$ cat src/rtl/midi_pkg.sv
// Shared constants, receiver state type and message-length helper for the
// MIDI input front end.
package midi_pkg;

  localparam logic [7:0] STATUS_MIN = 8'h80;
  localparam logic [7:0] SYS_MIN    = 8'hF0;
  localparam logic [3:0] PC_NIBBLE  = 4'hC;
  localparam logic [3:0] CP_NIBBLE  = 4'hD;

  typedef enum logic [1:0] {
    IDLE  = 2'd0,
    START = 2'd1,
    DATA  = 2'd2,
    STOP  = 2'd3
  } rx_state_t;

  // Program change and channel pressure carry one data byte; the rest carry two.
  function automatic logic needs_two_data(input logic [7:0] status_byte);
    return !((status_byte[7:4] == PC_NIBBLE) || (status_byte[7:4] == CP_NIBBLE));
  endfunction

endpackage

$ cat src/rtl/midi_input_frontend_if.sv
// Output bundle of the MIDI input front end: the completed message, learn
// state and button press pulses.
interface midi_input_frontend_if;
  logic [7:0] status;
  logic [7:0] data1;
  logic [7:0] data2;
  logic [1:0] bytes_cnt;
  logic       cmd_completed;
  logic       save_mode;
  logic [1:0] btn_index;

  modport master (
    output status, data1, data2, bytes_cnt, cmd_completed, save_mode, btn_index
  );

  modport slave (
    input status, data1, data2, bytes_cnt, cmd_completed, save_mode, btn_index
  );
endinterface

$ cat src/rtl/btn_debounce.sv
// Synchronises one active-low push button and debounces it into a
// pressed level that changes only after a long enough stable period.
module btn_debounce #(
  parameter int DEBOUNCE_CYCLES = 2000000
) (
  input  logic clk,
  input  logic rst_i,
  input  logic i_btn_n,
  output logic o_pressed
);
  localparam int CW = $clog2(DEBOUNCE_CYCLES + 1);

  logic          r_sync1;
  logic          r_sync2;
  logic          r_state;
  logic [CW-1:0] r_cnt;
  logic          w_pressed_raw;

  assign w_pressed_raw = ~r_sync2;
  assign o_pressed     = r_state;

  always_ff @(posedge clk) begin
    if (rst_i) begin
      r_sync1 <= 1'b1;
      r_sync2 <= 1'b1;
      r_state <= 1'b0;
      r_cnt   <= '0;
    end else begin
      r_sync1 <= i_btn_n;
      r_sync2 <= r_sync1;
      if (w_pressed_raw == r_state) begin
        r_cnt <= '0;
      end else if (r_cnt == CW'(DEBOUNCE_CYCLES - 1)) begin
        r_state <= ~r_state;
        r_cnt   <= '0;
      end else begin
        r_cnt <= r_cnt + 1'b1;
      end
    end
  end
endmodule

$ cat src/rtl/midi_input_frontend.sv
// MIDI input front end: three debounced buttons, an 8N1 UART receiver,
// channel-message assembly and the learn (save) mode flag.
module midi_input_frontend
  import midi_pkg::*;
#(
  parameter int CLKS_PER_BIT    = 3200,
  parameter int DEBOUNCE_CYCLES = 2000000
) (
  input  logic clk,
  input  logic rst_i,
  input  logic board_btn,
  input  logic btn2_pin_1,
  input  logic btn2_pin_2,
  input  logic midi_rx,
  midi_input_frontend_if.master o_midi
);
  localparam int CW = $clog2(CLKS_PER_BIT + 1);

  // ---------------- buttons ----------------
  logic [2:0] w_btn_n;
  logic [2:0] w_pressed;
  logic [2:0] r_pressed_prev;
  logic [2:0] w_rise;
  logic [1:0] w_idx;
  logic [1:0] r_btn_index;

  assign w_btn_n = {btn2_pin_2, btn2_pin_1, board_btn};

  generate
    for (genvar gi = 0; gi < 3; gi++) begin : g_btn
      btn_debounce #(.DEBOUNCE_CYCLES(DEBOUNCE_CYCLES)) u_db (
        .clk      (clk),
        .rst_i    (rst_i),
        .i_btn_n  (w_btn_n[gi]),
        .o_pressed(w_pressed[gi])
      );
    end
  endgenerate

  assign w_rise = w_pressed & ~r_pressed_prev;

  always_comb begin
    w_idx = 2'd0;
    if (w_rise[0])      w_idx = 2'd1;
    else if (w_rise[1]) w_idx = 2'd2;
    else if (w_rise[2]) w_idx = 2'd3;
  end

  always_ff @(posedge clk) begin
    if (rst_i) begin
      r_pressed_prev <= '0;
      r_btn_index    <= 2'd0;
    end else begin
      r_pressed_prev <= w_pressed;
      r_btn_index    <= w_idx;
    end
  end

  // ---------------- UART receiver ----------------
  logic          r_rx_s1, r_rx_s2, r_rx_prev;
  logic          w_rx, w_fall;
  rx_state_t     r_state, w_state_next;
  logic [CW-1:0] r_cnt;
  logic [2:0]    r_bit_idx;
  logic [7:0]    r_shift;
  logic          w_half, w_full;
  logic          w_cnt_clr, w_bit_tick, w_byte_valid, w_frame_err;

  assign w_rx   = r_rx_s2;
  assign w_fall = r_rx_prev & ~r_rx_s2;
  assign w_half = (r_cnt == CW'(CLKS_PER_BIT / 2 - 1));
  assign w_full = (r_cnt == CW'(CLKS_PER_BIT - 1));

  always_comb begin
    w_state_next = r_state;
    w_cnt_clr    = 1'b0;
    w_bit_tick   = 1'b0;
    w_byte_valid = 1'b0;
    w_frame_err  = 1'b0;
    case (r_state)
      IDLE: begin
        w_cnt_clr = 1'b1;
        if (w_fall) w_state_next = START;
      end
      START: if (w_half) begin
        // Line back high at mid start bit: treat as a glitch.
        w_cnt_clr    = 1'b1;
        w_state_next = w_rx ? IDLE : DATA;
      end
      DATA: if (w_full) begin
        w_cnt_clr  = 1'b1;
        w_bit_tick = 1'b1;
        if (r_bit_idx == 3'd7) w_state_next = STOP;
      end
      STOP: if (w_full) begin
        w_cnt_clr    = 1'b1;
        w_state_next = IDLE;
        w_byte_valid = w_rx;
        w_frame_err  = ~w_rx;
      end
      default: w_state_next = IDLE;
    endcase
  end

  always_ff @(posedge clk) begin
    if (rst_i) begin
      r_rx_s1   <= 1'b1;
      r_rx_s2   <= 1'b1;
      r_rx_prev <= 1'b1;
      r_state   <= IDLE;
      r_cnt     <= '0;
      r_bit_idx <= 3'd0;
      r_shift   <= 8'd0;
    end else begin
      r_rx_s1   <= midi_rx;
      r_rx_s2   <= r_rx_s1;
      r_rx_prev <= r_rx_s2;
      r_state   <= w_state_next;
      r_cnt     <= w_cnt_clr ? '0 : r_cnt + 1'b1;
      if (r_state == IDLE) r_bit_idx <= 3'd0;
      if (w_bit_tick) begin
        r_shift   <= {w_rx, r_shift[7:1]};
        r_bit_idx <= r_bit_idx + 1'b1;
      end
    end
  end

  // ---------------- message assembly ----------------
  logic       r_pending, r_need_two, r_got_first;
  logic [7:0] r_sh_status, r_sh_data1;
  logic [7:0] r_status, r_data1, r_data2;
  logic [1:0] r_bytes_cnt;
  logic       r_cmd_completed, r_save_mode;

  always_ff @(posedge clk) begin
    if (rst_i) begin
      r_pending       <= 1'b0;
      r_need_two      <= 1'b0;
      r_got_first     <= 1'b0;
      r_sh_status     <= 8'd0;
      r_sh_data1      <= 8'd0;
      r_status        <= 8'd0;
      r_data1         <= 8'd0;
      r_data2         <= 8'd0;
      r_bytes_cnt     <= 2'd0;
      r_cmd_completed <= 1'b0;
      r_save_mode     <= 1'b0;
    end else begin
      if ((r_btn_index != 2'd0) && r_save_mode) r_save_mode <= 1'b0;
      if (!r_cmd_completed)                       r_save_mode <= 1'b0;

      if (w_frame_err) begin
        r_pending   <= 1'b0;
        r_got_first <= 1'b0;
      end else if (w_byte_valid) begin
        if ((r_shift >= STATUS_MIN) && (r_shift < SYS_MIN)) begin
          r_pending       <= 1'b1;
          r_got_first     <= 1'b0;
          r_sh_status     <= r_shift;
          r_sh_data1      <= 8'd0;
          r_need_two      <= needs_two_data(r_shift);
          r_cmd_completed <= 1'b0;
          r_save_mode     <= 1'b0;
        end else if (!r_shift[7] && r_pending) begin
          if (!r_got_first && r_need_two) begin
            r_sh_data1  <= r_shift;
            r_got_first <= 1'b1;
          end else begin
            // Last data byte: publish the whole message in one edge.
            r_pending       <= 1'b0;
            r_got_first     <= 1'b0;
            r_status        <= r_sh_status;
            r_data1         <= r_need_two ? r_sh_data1 : r_shift;
            r_data2         <= r_need_two ? r_shift : 8'd0;
            r_bytes_cnt     <= r_need_two ? 2'd3 : 2'd2;
            r_cmd_completed <= 1'b1;
            r_save_mode     <= 1'b1;
          end
        end
      end
    end
  end

  assign o_midi.status        = r_status;
  assign o_midi.data1         = r_data1;
  assign o_midi.data2         = r_data2;
  assign o_midi.bytes_cnt     = r_bytes_cnt;
  assign o_midi.cmd_completed = r_cmd_completed;
  assign o_midi.save_mode     = r_save_mode;
  assign o_midi.btn_index     = r_btn_index;
endmodule

$ cat src/flat_wrapper.sv
// flat-port wrapper written by rule: the top's interface ports become plain ports
module midi_input_frontend_flat import midi_pkg::*;
#(
  parameter int CLKS_PER_BIT    = 3200,
  parameter int DEBOUNCE_CYCLES = 2000000
)
  (clk, rst_i, board_btn, btn2_pin_1, btn2_pin_2, midi_rx, o_midi_status, o_midi_data1, o_midi_data2, o_midi_bytes_cnt, o_midi_cmd_completed, o_midi_save_mode, o_midi_btn_index);
  midi_input_frontend_if o_midi_i ();
  input  logic clk;
  input  logic rst_i;
  input  logic board_btn;
  input  logic btn2_pin_1;
  input  logic btn2_pin_2;
  input  logic midi_rx;
  output wire logic [$bits(o_midi_i.status)-1:0] o_midi_status;
  output wire logic [$bits(o_midi_i.data1)-1:0] o_midi_data1;
  output wire logic [$bits(o_midi_i.data2)-1:0] o_midi_data2;
  output wire logic [$bits(o_midi_i.bytes_cnt)-1:0] o_midi_bytes_cnt;
  output wire logic [$bits(o_midi_i.cmd_completed)-1:0] o_midi_cmd_completed;
  output wire logic [$bits(o_midi_i.save_mode)-1:0] o_midi_save_mode;
  output wire logic [$bits(o_midi_i.btn_index)-1:0] o_midi_btn_index;
  assign o_midi_status = o_midi_i.status;
  assign o_midi_data1 = o_midi_i.data1;
  assign o_midi_data2 = o_midi_i.data2;
  assign o_midi_bytes_cnt = o_midi_i.bytes_cnt;
  assign o_midi_cmd_completed = o_midi_i.cmd_completed;
  assign o_midi_save_mode = o_midi_i.save_mode;
  assign o_midi_btn_index = o_midi_i.btn_index;
  midi_input_frontend #(.CLKS_PER_BIT(CLKS_PER_BIT), .DEBOUNCE_CYCLES(DEBOUNCE_CYCLES)) u_core (.clk(clk), .rst_i(rst_i), .board_btn(board_btn), .btn2_pin_1(btn2_pin_1), .btn2_pin_2(btn2_pin_2), .midi_rx(midi_rx), .o_midi(o_midi_i));
endmodule
$ cat config.mk
export PLATFORM = sky130hd
export DESIGN_NAME = midi_input_frontend_flat
export DESIGN_NICKNAME = d
export VERILOG_FILES = /design/src/rtl/midi_pkg.sv /design/src/rtl/midi_input_frontend_if.sv /design/src/rtl/btn_debounce.sv /design/src/rtl/midi_input_frontend.sv /design/src/flat_wrapper.sv
export SDC_FILE = /design/constraint.sdc
export NUM_CORES = 1
export LEC_CHECK = 0
export CAP_MARGIN = 0
export CORE_ASPECT_RATIO = 0.75
export CORE_MARGIN = 2
export CORE_UTILIZATION = 50
export CTS_CLUSTER_SIZE = 30
export DETAILED_ROUTE_END_ITERATION = 16
export PLACE_DENSITY = 0.69
export SLEW_MARGIN = 20
export SYNTH_ARGS = -nofsm -noshare
export SYNTH_HDL_FRONTEND = slang
export SYNTH_SLANG_ARGS = --single-unit
$ cat constraint.sdc
create_clock -name clk -period 5.3 [get_ports clk]
set_input_delay 1.59 -clock clk [delete_from_list [all_inputs] [get_ports clk]]
set_output_delay 1.59 -clock clk [all_outputs]
set_load 0.05 [all_outputs]
# Word level (Yosys, flattened, before mapping)
# Cells that the tools add are included.
# totals
register_bits,152
in_bits,6
word_cells,148
# op_classes
addsub,5
n_lt_le_gt_ge,2
eq_ne,20
muxes,42
bitwise,16
reduce_logical,30
# ops
op,count
21-bit by 1-bit adder with 21-bit output (second input constant),3
21-bit equality test (second input constant),3
8-bit 2-to-1 mux,5
1-bit 2-to-1 mux,25
2-bit 2-to-1 mux,8
1-bit NOT,13
12-bit by 1-bit adder with 12-bit output (second input constant),1
12-bit by 11-bit equality test with 1-bit output (second input constant),1
12-bit equality test (second input constant),1
2-bit by 1-bit inequality test with 1-bit output (second input constant),6
5-bit AND reduction,2
3-bit OR reduction,3
4-bit equality test (second input constant),2
8-bit greater-or-equal comparator (second input constant),1
8-bit less-than comparator (second input constant),1
2-bit case mux with 4 select lines,1
2-bit AND reduction,4
4-bit AND reduction,2
2-bit nonzero test,4
2-bit OR reduction,4
3-bit 2-to-1 mux,2
3-bit AND reduction,2
2-bit equality test (second input constant),2
1-bit logical AND,4
other kinds (11),15

# Logic depth before layout (Yosys ltp)
# Gate-level depths: netlist of the first run.
# depth
word_depth,9
mapped_depth,8

# Cells and area by module
# From an unflattened synthesis of the first run, not the netlist that was laid out.
# unflattened
cells_unflattened,742
hier_area_um2,6563.8
# modules_own_cells
mod,n_inst,cells_each,area_each_um2,seq_area_each_um2
midi_input_frontend,1,382,3377.0,1601.5
btn_debounce,3,120,1062.3,480.5

# Worst setup path after synthesis of the first run
# Ideal clock, no wire load.
# synth_path
kind,in2reg
startpoint,input port rst_i
endpoint,register u_core.g_btn[1].u_db.r_cnt[2]
setup_time_ps,132
arrival_time_ps,2499
t_required_ps,5168
path_slack_ps,2670
path_stages,4
path_buffers,3
path_cell_list,clkbuf_1 clkbuf_1 buf_1 nor3_1
# synth_via
elab_chain_cells,1
# synth_rtl
element,line,text
from (decl),flat_wrapper.sv:10,input logic rst_i;
3-bit OR reduction (no line),-,
to (signal assigned),btn_debounce.sv:37,r_cnt <= r_cnt + 1'b1;
to (decl),btn_debounce.sv:16,logic [CW-1:0] r_cnt;
# Every way passes these cells.
# A chain may end at the register's enable or synchronous reset.

# Final worst setup path of the first run
# layout_path
startpoint,"register u_core.r_cmd_completed, in the netlist u_core.o_midi.cmd_completed"
endpoint,output port o_midi_cmd_completed
# layout_lines
element,line,text
from (decl),midi_input_frontend.sv:133,"logic r_cmd_completed, r_save_mode;"
from (signal assigned),midi_input_frontend.sv:146,r_cmd_completed <= 1'b0;
from (signal assigned),midi_input_frontend.sv:162,r_cmd_completed <= 1'b0;
from (signal assigned),midi_input_frontend.sv:176,r_cmd_completed <= 1'b1;
to (decl),flat_wrapper.sv:19,output wire logic [$bits(o_midi_i.cmd_completed)-1:0] o_midi_cmd_completed;
# No word-level cell between the ends.

==> qor.csv, run 1 <==
metric,value,unit
synthCells,743,
min_path_cells,1,
yosysWarnings,0,
fin_crit_sh,0.602,
max_cap_viol_count,0,
wl_per_cell,15.0,um
critPathTopFamily,buffers and inverters,
dr.pass1.iters,5,
power,2.43,mW
cts_root_buf,clkbuf_16,
clock_skew,10.6,ps
drive_above_1_share,0.0820,
rows,35,
io_pins,36,
track_usage,0.210,
synth.avg_cell_area,8.73,um^2
ys_ff_latch,152,
dp.cells,904,
die_h,103,um
crit_fanout,3,
layoutNonFillerInstCount,934,
cp.arrival,1600,ps
grt_pass1_wl,23.6,mm
fin_tns_setup,0,ps
holdPathEnd,u_core.r_rx_s2$_SDFF_PP1_,
grtUsageMet2,0.337,
synthFlopType,dfxtp_1,
gp_congestion,0.781,
timing.rr.end,u_core.r_sh_data1[2]$_SDFFE_PP0P_,
setup_viol,0,
seqPwrFrac,0.473,
ant_nets,0,
hpwlAfterDp,9.23,mm
syn_nets,755,
comb_power_share,0.012,
hp-start,u_core.r_rx_s1$_SDFF_PP1_,
synthArstFlopShare,0,
max_freq,0.314,GHz
netlist_area,0.00649,mm^2
yosysUniqueCellTypes,54,
max_stage_delay,820,ps
postCtsResizedCells,0,
setup_ws,2110,ps
die_w,136,um
path_buf_inv,1,
rsz0062_at_grt,false,
fillers,1087,
initial_core_util,0.520,
status,completed,
critPathKind,flip-flop to primary output,
post_cts_buffers,0,
htreeDepth,4,
reg2reg_depth,6,
grt.overflow.total,0,
die_area,0.0139,mm^2
sw_frac_of_total,0.192,
r2r_setup_slack,3010,ps
seq_area_frac_synth,0.469,
p_per_area,324,mW/mm^2
synth_edf_count,0,
p_leak,2.36,nW
period_minus_slack,3190,ps
grt_pass1_vias,5151,
antenna-diode-count,0,
portBuffers,35,
fp.coreArea,0.0125,mm^2
cts_tree,built,
slew_violations,0,
grtUsageMet1,0.280,
wl,14.0,mm
cp.required,3710,ps
post-place-ws,2210,ps
top_usage_layer,met2,
grt_start_max_net_pins,67,
path_clk_slew,60,ps
max-clock-path-buffers,2,
max_slew_margin,0.306,
clkPwrFrac,0.515,
reg2reg_from,u_core.r_cnt[0]$_SDFF_PP0_,
intPower,1.96,mW
antenna_found_initial,0,
cp_cell_sequence,clkdlybuf4s50_1,
cts.hold.buffers_added,0,
routed-via-count,5417,
slowest_stage,clkdlybuf4s50_1,
fin_nets,769,
vias_per_cell,5.80,
crit_start,u_core.o_midi.cmd_completed$_SDFFE_PP0P_,
use_met3,0.0531,
worst_hold_path_type,flip-flop to flip-flop,
worstSetupStartpointType,flip-flop,
clock_latency,410,ps
drt_iter0_drc,318,
numCtsBuffers,17,
worst_pin_slew,1030,ps
power.switching,467,uW
cts_sinks,152,
area_growth_syn_to_layout,15.7,%
cp-end-kind,primary output,
hold_viol_final,0,
vdd_drop_max,259,uV
remaining_drc_errors,0,
-- how the worst max path moves through the flow --
| stage | endpoint | slack [ps] | depth (start not counted) |
|---|---|---|---|
| after floorplan | u_core.g_btn[1].u_db.r_cnt[2]$_SDFF_PP0_ | 2670 | 4 |
| after global placement | u_core.r_sh_data1[3]$_SDFFE_PP0P_ | 2310 | 4 |
| after detailed placement | u_core.r_sh_data1[6]$_SDFFE_PP0P_ | 2210 | 4 |
| after CTS | o_midi_cmd_completed | 2100 | 1 |
| after global routing | o_midi_cmd_completed | 2070 | 1 |
| final | o_midi_cmd_completed | 2110 | 1 |
-- worst reg2reg max path: stages (launching register included) --
cell and delay [ps]:
dfxtp_1 360, ha_1 210, and3_1 410, nand4_1 130, buf_4 260, nor4_2 640
a22o_1 220
-- logic make-up after synthesis --
group	share of synthesized area
muxes	0.0139
xor gates and xnor gates	0.0675
adders and majority gates	0.0116
buffers and inverters	0.0361
DFF	0.469
and+or+nand+nor	0.265
AOI/OAI and AO/OA	0.137
-- power groups by stage --
stage | registers, mW | logic (mW) | clock network, mW
after floorplan | 1.17 | 0.0212 | 0
after global placement | 1.18 | 0.0277 | 0
after detailed placement | 1.18 | 0.0289 | 0
after CTS | 1.15 | 0.0289 | 1.27
after global routing | 1.15 | 0.0319 | 1.32
final | 1.15 | 0.0286 | 1.25
-- final cells by class --
class | count | area, um^2 | area share
repair buffers | 39 | 375 | 0.0500
clock buffers | 22 | 464 | 0.0618
clock inverters | 8 | 146 | 0.0195
flip-flops and latches | 152 | 3040 | 0.405
multi-input cells | 531 | 3210 | 0.428
well taps | 166 | 208 | 0.0277
inverters | 16 | 60.1 | 0.00800
-- cells in the final DEF, fill, tap and decap left out, types with 4 or more instances in the layout --
cell type        count
dfxtp_1            152
a21oi_1             71
nand3_1             63
o21ai_0             60
nor2_1              56
nand2_1             35
clkdlybuf4s50_1     34
xnor2_1             26
nand4_1             25
xor2_1              24
nor3_1              24
or3_1               17
clkbuf_16           17
inv_1               16
and4_1              11
or2_2               11
and3_1              10
nor4_1               9
mux2_2               8
a22o_1               7
and2_1               6
o31ai_1              6
ha_1                 6
nor2b_1              5
or4_1                4
nor4b_1              4
bufinv_16            4
buf_4                4
-- registers in the layout, indices dropped and copies added, names as in the netlist, 2 cells and up, named ones only --
register	count
u_core.g_btn.u_db.r_cnt	63
u_core.r_cnt	12
u_core.o_midi.data1	8
u_core.o_midi.data2	8
u_core.o_midi.status	8
u_core.r_sh_data1	8
u_core.r_sh_status	8
u_core.r_shift	8
u_core.g_btn.u_db.o_pressed	3
u_core.g_btn.u_db.r_sync1	3
u_core.g_btn.u_db.r_sync2	3
u_core.r_bit_idx	3
u_core.r_pressed_prev	3
u_core.o_midi.btn_index	2
u_core.o_midi.bytes_cnt	2
-- through the flow --
stage	util	hold slack (ps)	instance area, um^2
2_1_floorplan	-	389	6490
3_3_place_gp	0.552	393	6900
3_5_place_dp	0.553	397	6900
4_1_cts	0.602	409	7510
5_1_grt	0.602	419	7510
6_report	0.602	406	7510
-- metal layers --
metal | routed length, um | share of wire | vias up
met5 | 0 | 0 | -
met4 | 173 | 0.012 | 0
met3 | 685 | 0.049 | 18
met2 | 6590 | 0.47 | 129
met1 | 6580 | 0.47 | 2577
li1 | - | - | 2693
-- synthesized netlist by cell type, types with 10 or more instances --
library cell	count	share of area
o21ai_0	62	0.048
clkbuf_1	32	0.019
xor2_1	24	0.032
and3_1	10	0.0096
inv_1	16	0.0093
nand2_1	35	0.020
or3_1	17	0.016
nand3_1	63	0.049
nor3_1	24	0.019
dfxtp_1	152	0.47
nand4_1	25	0.024
and4_1	12	0.016
or2_2	11	0.011
nor2_1	56	0.032
a21oi_1	71	0.055
xnor2_1	26	0.035
(Power assumes the default switching activity.)
==> inputs of run 2 (changes only) <==
- clock period: 5.3 -> 3.3 ns (I/O delays scaled with it)
==> qor.csv, run 2 (synthesis results as in run 1) <==
metric,value,unit
vias_per_cell,5.80,
die_w,136,um
worst_pin_slew,1090,ps
antenna-diode-count,0,
final_core_util,0.606,
worst_hold_path_type,flip-flop to flip-flop,
dpl_cell_area,0.00692,mm^2
timing.rr.end,u_core.r_sh_data1[3]$_SDFFE_PP0P_,
max_freq,0.388,GHz
reg2reg_from,u_core.r_cnt[0]$_SDFF_PP0_,
portBuffers,35,
htreeDepth,4,
post-place-ws,969,ps
cts_tree,built,
hold_viol_final,0,
path_buf_inv,1,
whs,413,ps
p_per_area,527,mW/mm^2
final_cell_mix,"152 x dfxtp_1, 71 x a21oi_1, 63 x nand3_1",
clock_skew,10.2,ps
initial_core_util,0.520,
reg2reg_depth,6,
crit_fanout,3,
postCtsResizedCells,0,
hpwlAfterDp,9.69,mm
grt_pass1_vias,5272,
max-clock-path-buffers,2,
min_path_cells,1,
hp-start,u_core.g_btn[0].u_db.r_sync1$_SDFF_PP1_,
fp.coreArea,0.0125,mm^2
cp.arrival,1590,ps
remaining_drc_errors,0,
fillers,1050,
die_h,103,um
cts.hold.buffers_added,0,
grt_pass1_wl,25.0,mm
final_common_cell,dfxtp_1,
holdPathEnd,u_core.g_btn[0].u_db.r_sync2$_SDFF_PP1_,
worstSetupStartpointType,flip-flop,
wl,14.6,mm
slew_violations,0,
numCtsBuffers,17,
slowest_stage,clkdlybuf4s50_1,
max_stage_delay,810,ps
cts_sinks,152,
max_slew_margin,0.267,
max_cap_viol_count,0,
regMostFlops,u_core.g_btn.u_db.r_cnt,
fin_area,0.00756,mm^2
r2r_setup_slack,940,ps
path_depth,1,
critPathKind,flip-flop to primary output,
fin_tns_setup,0,ps
cp_cell_sequence,clkdlybuf4s50_1,
area_growth_syn_to_layout,16.5,%
largest_register_ffs,63,
dr.pass1.iters,5,
period_minus_slack,2580,ps
fin_nets,772,
wl_per_cell,15.6,um
cp.required,2310,ps
grt.overflow.total,0,
die_area,0.0139,mm^2
clock_latency,420,ps
drive_above_1_share,0.0880,
post_cts_buffers,0,
status,completed,
drt_iter0_drc,437,
grt_start_max_net_pins,38,
antenna_found_initial,0,
p_leak,2.39,nW
vdd_drop_max,382,uV
fin_crit_sh,0.782,
gp_congestion,0.816,
path_clk_slew,60,ps
setup_viol,0,
track_usage,0.224,
critPathTopFamily,buffers and inverters,
rows,35,
cts_root_buf,clkbuf_16,
ant_nets,0,
io_pins,36,
routed-via-count,5448,
cp-end-kind,primary output,
top_regs,"u_core.g_btn.u_db.r_cnt: 63 flops, u_core.r_cnt: 12 flops",
rsz0062_at_grt,false,
setup_ws,720,ps
[run 2: report_power, final]
| part | total [mW] | internal (mW) | switching [mW] |
|---|---|---|---|
| Sequential | 1.85 | 1.84 | 0.00626 |
| Combinational | 0.0478 | 0.0153 | 0.0325 |
| Clock | 2.09 | 1.33 | 0.760 |
[run 2: worst max-delay path by stage]
stage                                             startpoint                                       end  slack, ps
finish              u_core.o_midi.cmd_completed$_SDFFE_PP0P_                      o_midi_cmd_completed        720
global placement                                       rst_i         u_core.r_sh_data1[1]$_SDFFE_PP0P_       1100
floorplan                                              rst_i  u_core.g_btn[1].u_db.r_cnt[2]$_SDFF_PP0_       1270
CTS                 u_core.o_midi.cmd_completed$_SDFFE_PP0P_                      o_midi_cmd_completed        710
global route             u_core.o_midi.data2[3]$_SDFFE_PP0P_                           o_midi_data2[3]        670
detailed placement                                     rst_i         u_core.r_sh_data1[1]$_SDFFE_PP0P_        970
[run 2: area by class of cell]
| cell class | instances | area (um^2) | area share |
|---|---|---|---|
| Sequential cell | 152 | 3040 | 0.403 |
| Timing Repair Buffer | 42 | 398 | 0.0526 |
| Clock inverter | 10 | 165 | 0.0219 |
| Clock buffer | 22 | 474 | 0.0627 |
| Inverter | 16 | 60.1 | 0.00795 |
| Tap cell | 166 | 208 | 0.0275 |
| Multi-Input combinational cell | 531 | 3210 | 0.425 |
[run 2: stage by stage]
step	total power, mW	std cells
after global placement	1.93	907
after global routing	4.11	939
after floorplan	1.92	743
after CTS	4.01	939
final	3.99	939
after detailed placement	1.94	907
[run 2: routing by layer]
layer,wire length (um),track usage,vias to the layer above
li1,-,-,2709
met4,177,0.0721,0
met1,6960,0.299,2626
met5,0,0,-
met3,627,0.0600,20
met2,6870,0.358,93
==> inputs of run 3 (changes only) <==
- clock period: 3.3 -> 2.55 ns (I/O delays scaled with it)
==> qor.csv, run 3 (synthesis results as in run 1) <==
metric,value,unit
final_cell_mix,"152 x dfxtp_1, 71 x a21oi_1, 63 x nand3_1",
slew_violations,0,
cp.required,1790,ps
setup_viol,0,
grt_pass1_wl,24.2,mm
worstSetupStartpointType,flip-flop,
clock_skew,11.1,ps
postCtsResizedCells,0,
period_minus_slack,2410,ps
fillers,1036,
area_growth_syn_to_layout,16.5,%
final_core_util,0.606,
cts_tree,built,
status,completed,
drt_iter0_drc,309,
largest_register_ffs,63,
max_cap_viol_count,0,
regMostFlops,u_core.g_btn.u_db.r_cnt,
max_slew_margin,0.386,
slowest_stage,clkdlybuf4s50_1,
reg2reg_from,u_core.r_cnt[8]$_SDFF_PP0_,
drive_above_1_share,0.0999,
die_area,0.0139,mm^2
cts.hold.buffers_added,0,
die_h,103,um
grtUsageMet1,0.283,
gp_congestion,0.805,
fin_nets,780,
setup_ws,143,ps
fin_tns_setup,0,ps
vias_per_cell,5.79,
wl_per_cell,14.7,um
clock_latency,420,ps
dp.cells,915,
hold_viol_final,0,
remaining_drc_errors,0,
ant_nets,0,
rows,35,
antenna_found_initial,0,
p_leak,2.41,nW
path_buf_inv,1,
top_usage_layer,met2,
routed-via-count,5487,
worst_pin_slew,920,ps
path_clk_slew,60,ps
post_cts_buffers,0,
rsz0062_at_grt,false,
grt_start_max_net_pins,39,
p_per_area,650,mW/mm^2
post-place-ws,532,ps
fin_crit_sh,0.944,
initial_core_util,0.520,
final_common_cell,dfxtp_1,
cp-end-kind,primary output,
antenna-diode-count,0,
multiInputGateArea,0.00321,mm^2
area.sequential,0.00304,mm^2
hpwlAfterDp,9.36,mm
grt_pass1_vias,5168,
fp.coreArea,0.0125,mm^2
max_stage_delay,830,ps
crit_start,u_core.o_midi.cmd_completed$_SDFFE_PP0P_,
worst_hold_path_type,flip-flop to flip-flop,
wl,14.0,mm
layoutNonFillerInstCount,947,
cp.arrival,1640,ps
max-clock-path-buffers,2,
vdd_drop_max,477,uV
portBuffers,35,
critPathKind,flip-flop to primary output,
track_usage,0.214,
use_met3,0.0438,
cts_sinks,152,
dr.pass1.iters,5,
grt.overflow.total,0,
htreeDepth,4,
hp-start,u_core.g_btn[1].u_db.r_sync1$_SDFF_PP1_,
numCtsBuffers,17,
crit_fanout,3,
cp_cell_sequence,clkdlybuf4s50_1,
die_w,136,um
max_freq,0.415,GHz
top_regs,"u_core.g_btn.u_db.r_cnt: 63 flops, u_core.r_cnt: 12 flops",
critPathTopFamily,buffers and inverters,
io_pins,36,
grtUsageMet2,0.355,
cts_root_buf,clkbuf_16,
==> run 3: final timing paths <==
check / end / slack [ps] / cells past startpoint
worst max-delay path: o_midi_cmd_completed / 140 / 1
worst min-delay path: u_core.g_btn[1].u_db.r_sync2$_SDFF_PP1_ / 410 / 1
worst max register to register: u_core.r_sh_data1[5]$_SDFFE_PP0P_ / 500 / 4
worst min register to register: u_core.g_btn[1].u_db.r_sync2$_SDFF_PP1_ / 410 / 1
==> run 3: area by class of cell <==
type,instances,share of cell area
multi-input cells,531,0.425
flip-flops and latches,152,0.403
repair buffers,50,0.0606
clock buffers,18,0.0581
well taps,166,0.0275
clock inverters,14,0.0187
inverters,16,0.00795
==> run 3: stage by stage <==
step	hold slack, ps	area [um^2]	total power [mW]
3_3_place_gp	393	6980	2.51
4_1_cts	415	7560	4.96
6_report	414	7560	4.91
3_5_place_dp	394	6980	2.51
2_1_floorplan	389	6490	2.48
5_1_grt	433	7560	5.06
==> run 3: power breakdown <==
group / switching (mW) / internal [mW] / total [mW]
clock: 1.06 / 1.40 / 2.46
sequential: 0.00751 / 2.38 / 2.39
combinational: 0.0429 / 0.0213 / 0.0642
==> run 3: routing by layer <==
metal	wire, um	up-vias
met1	6830	2623
met4	131	0
met2	6410	112
met3	601	15
met5	0	-
li1	-	2737
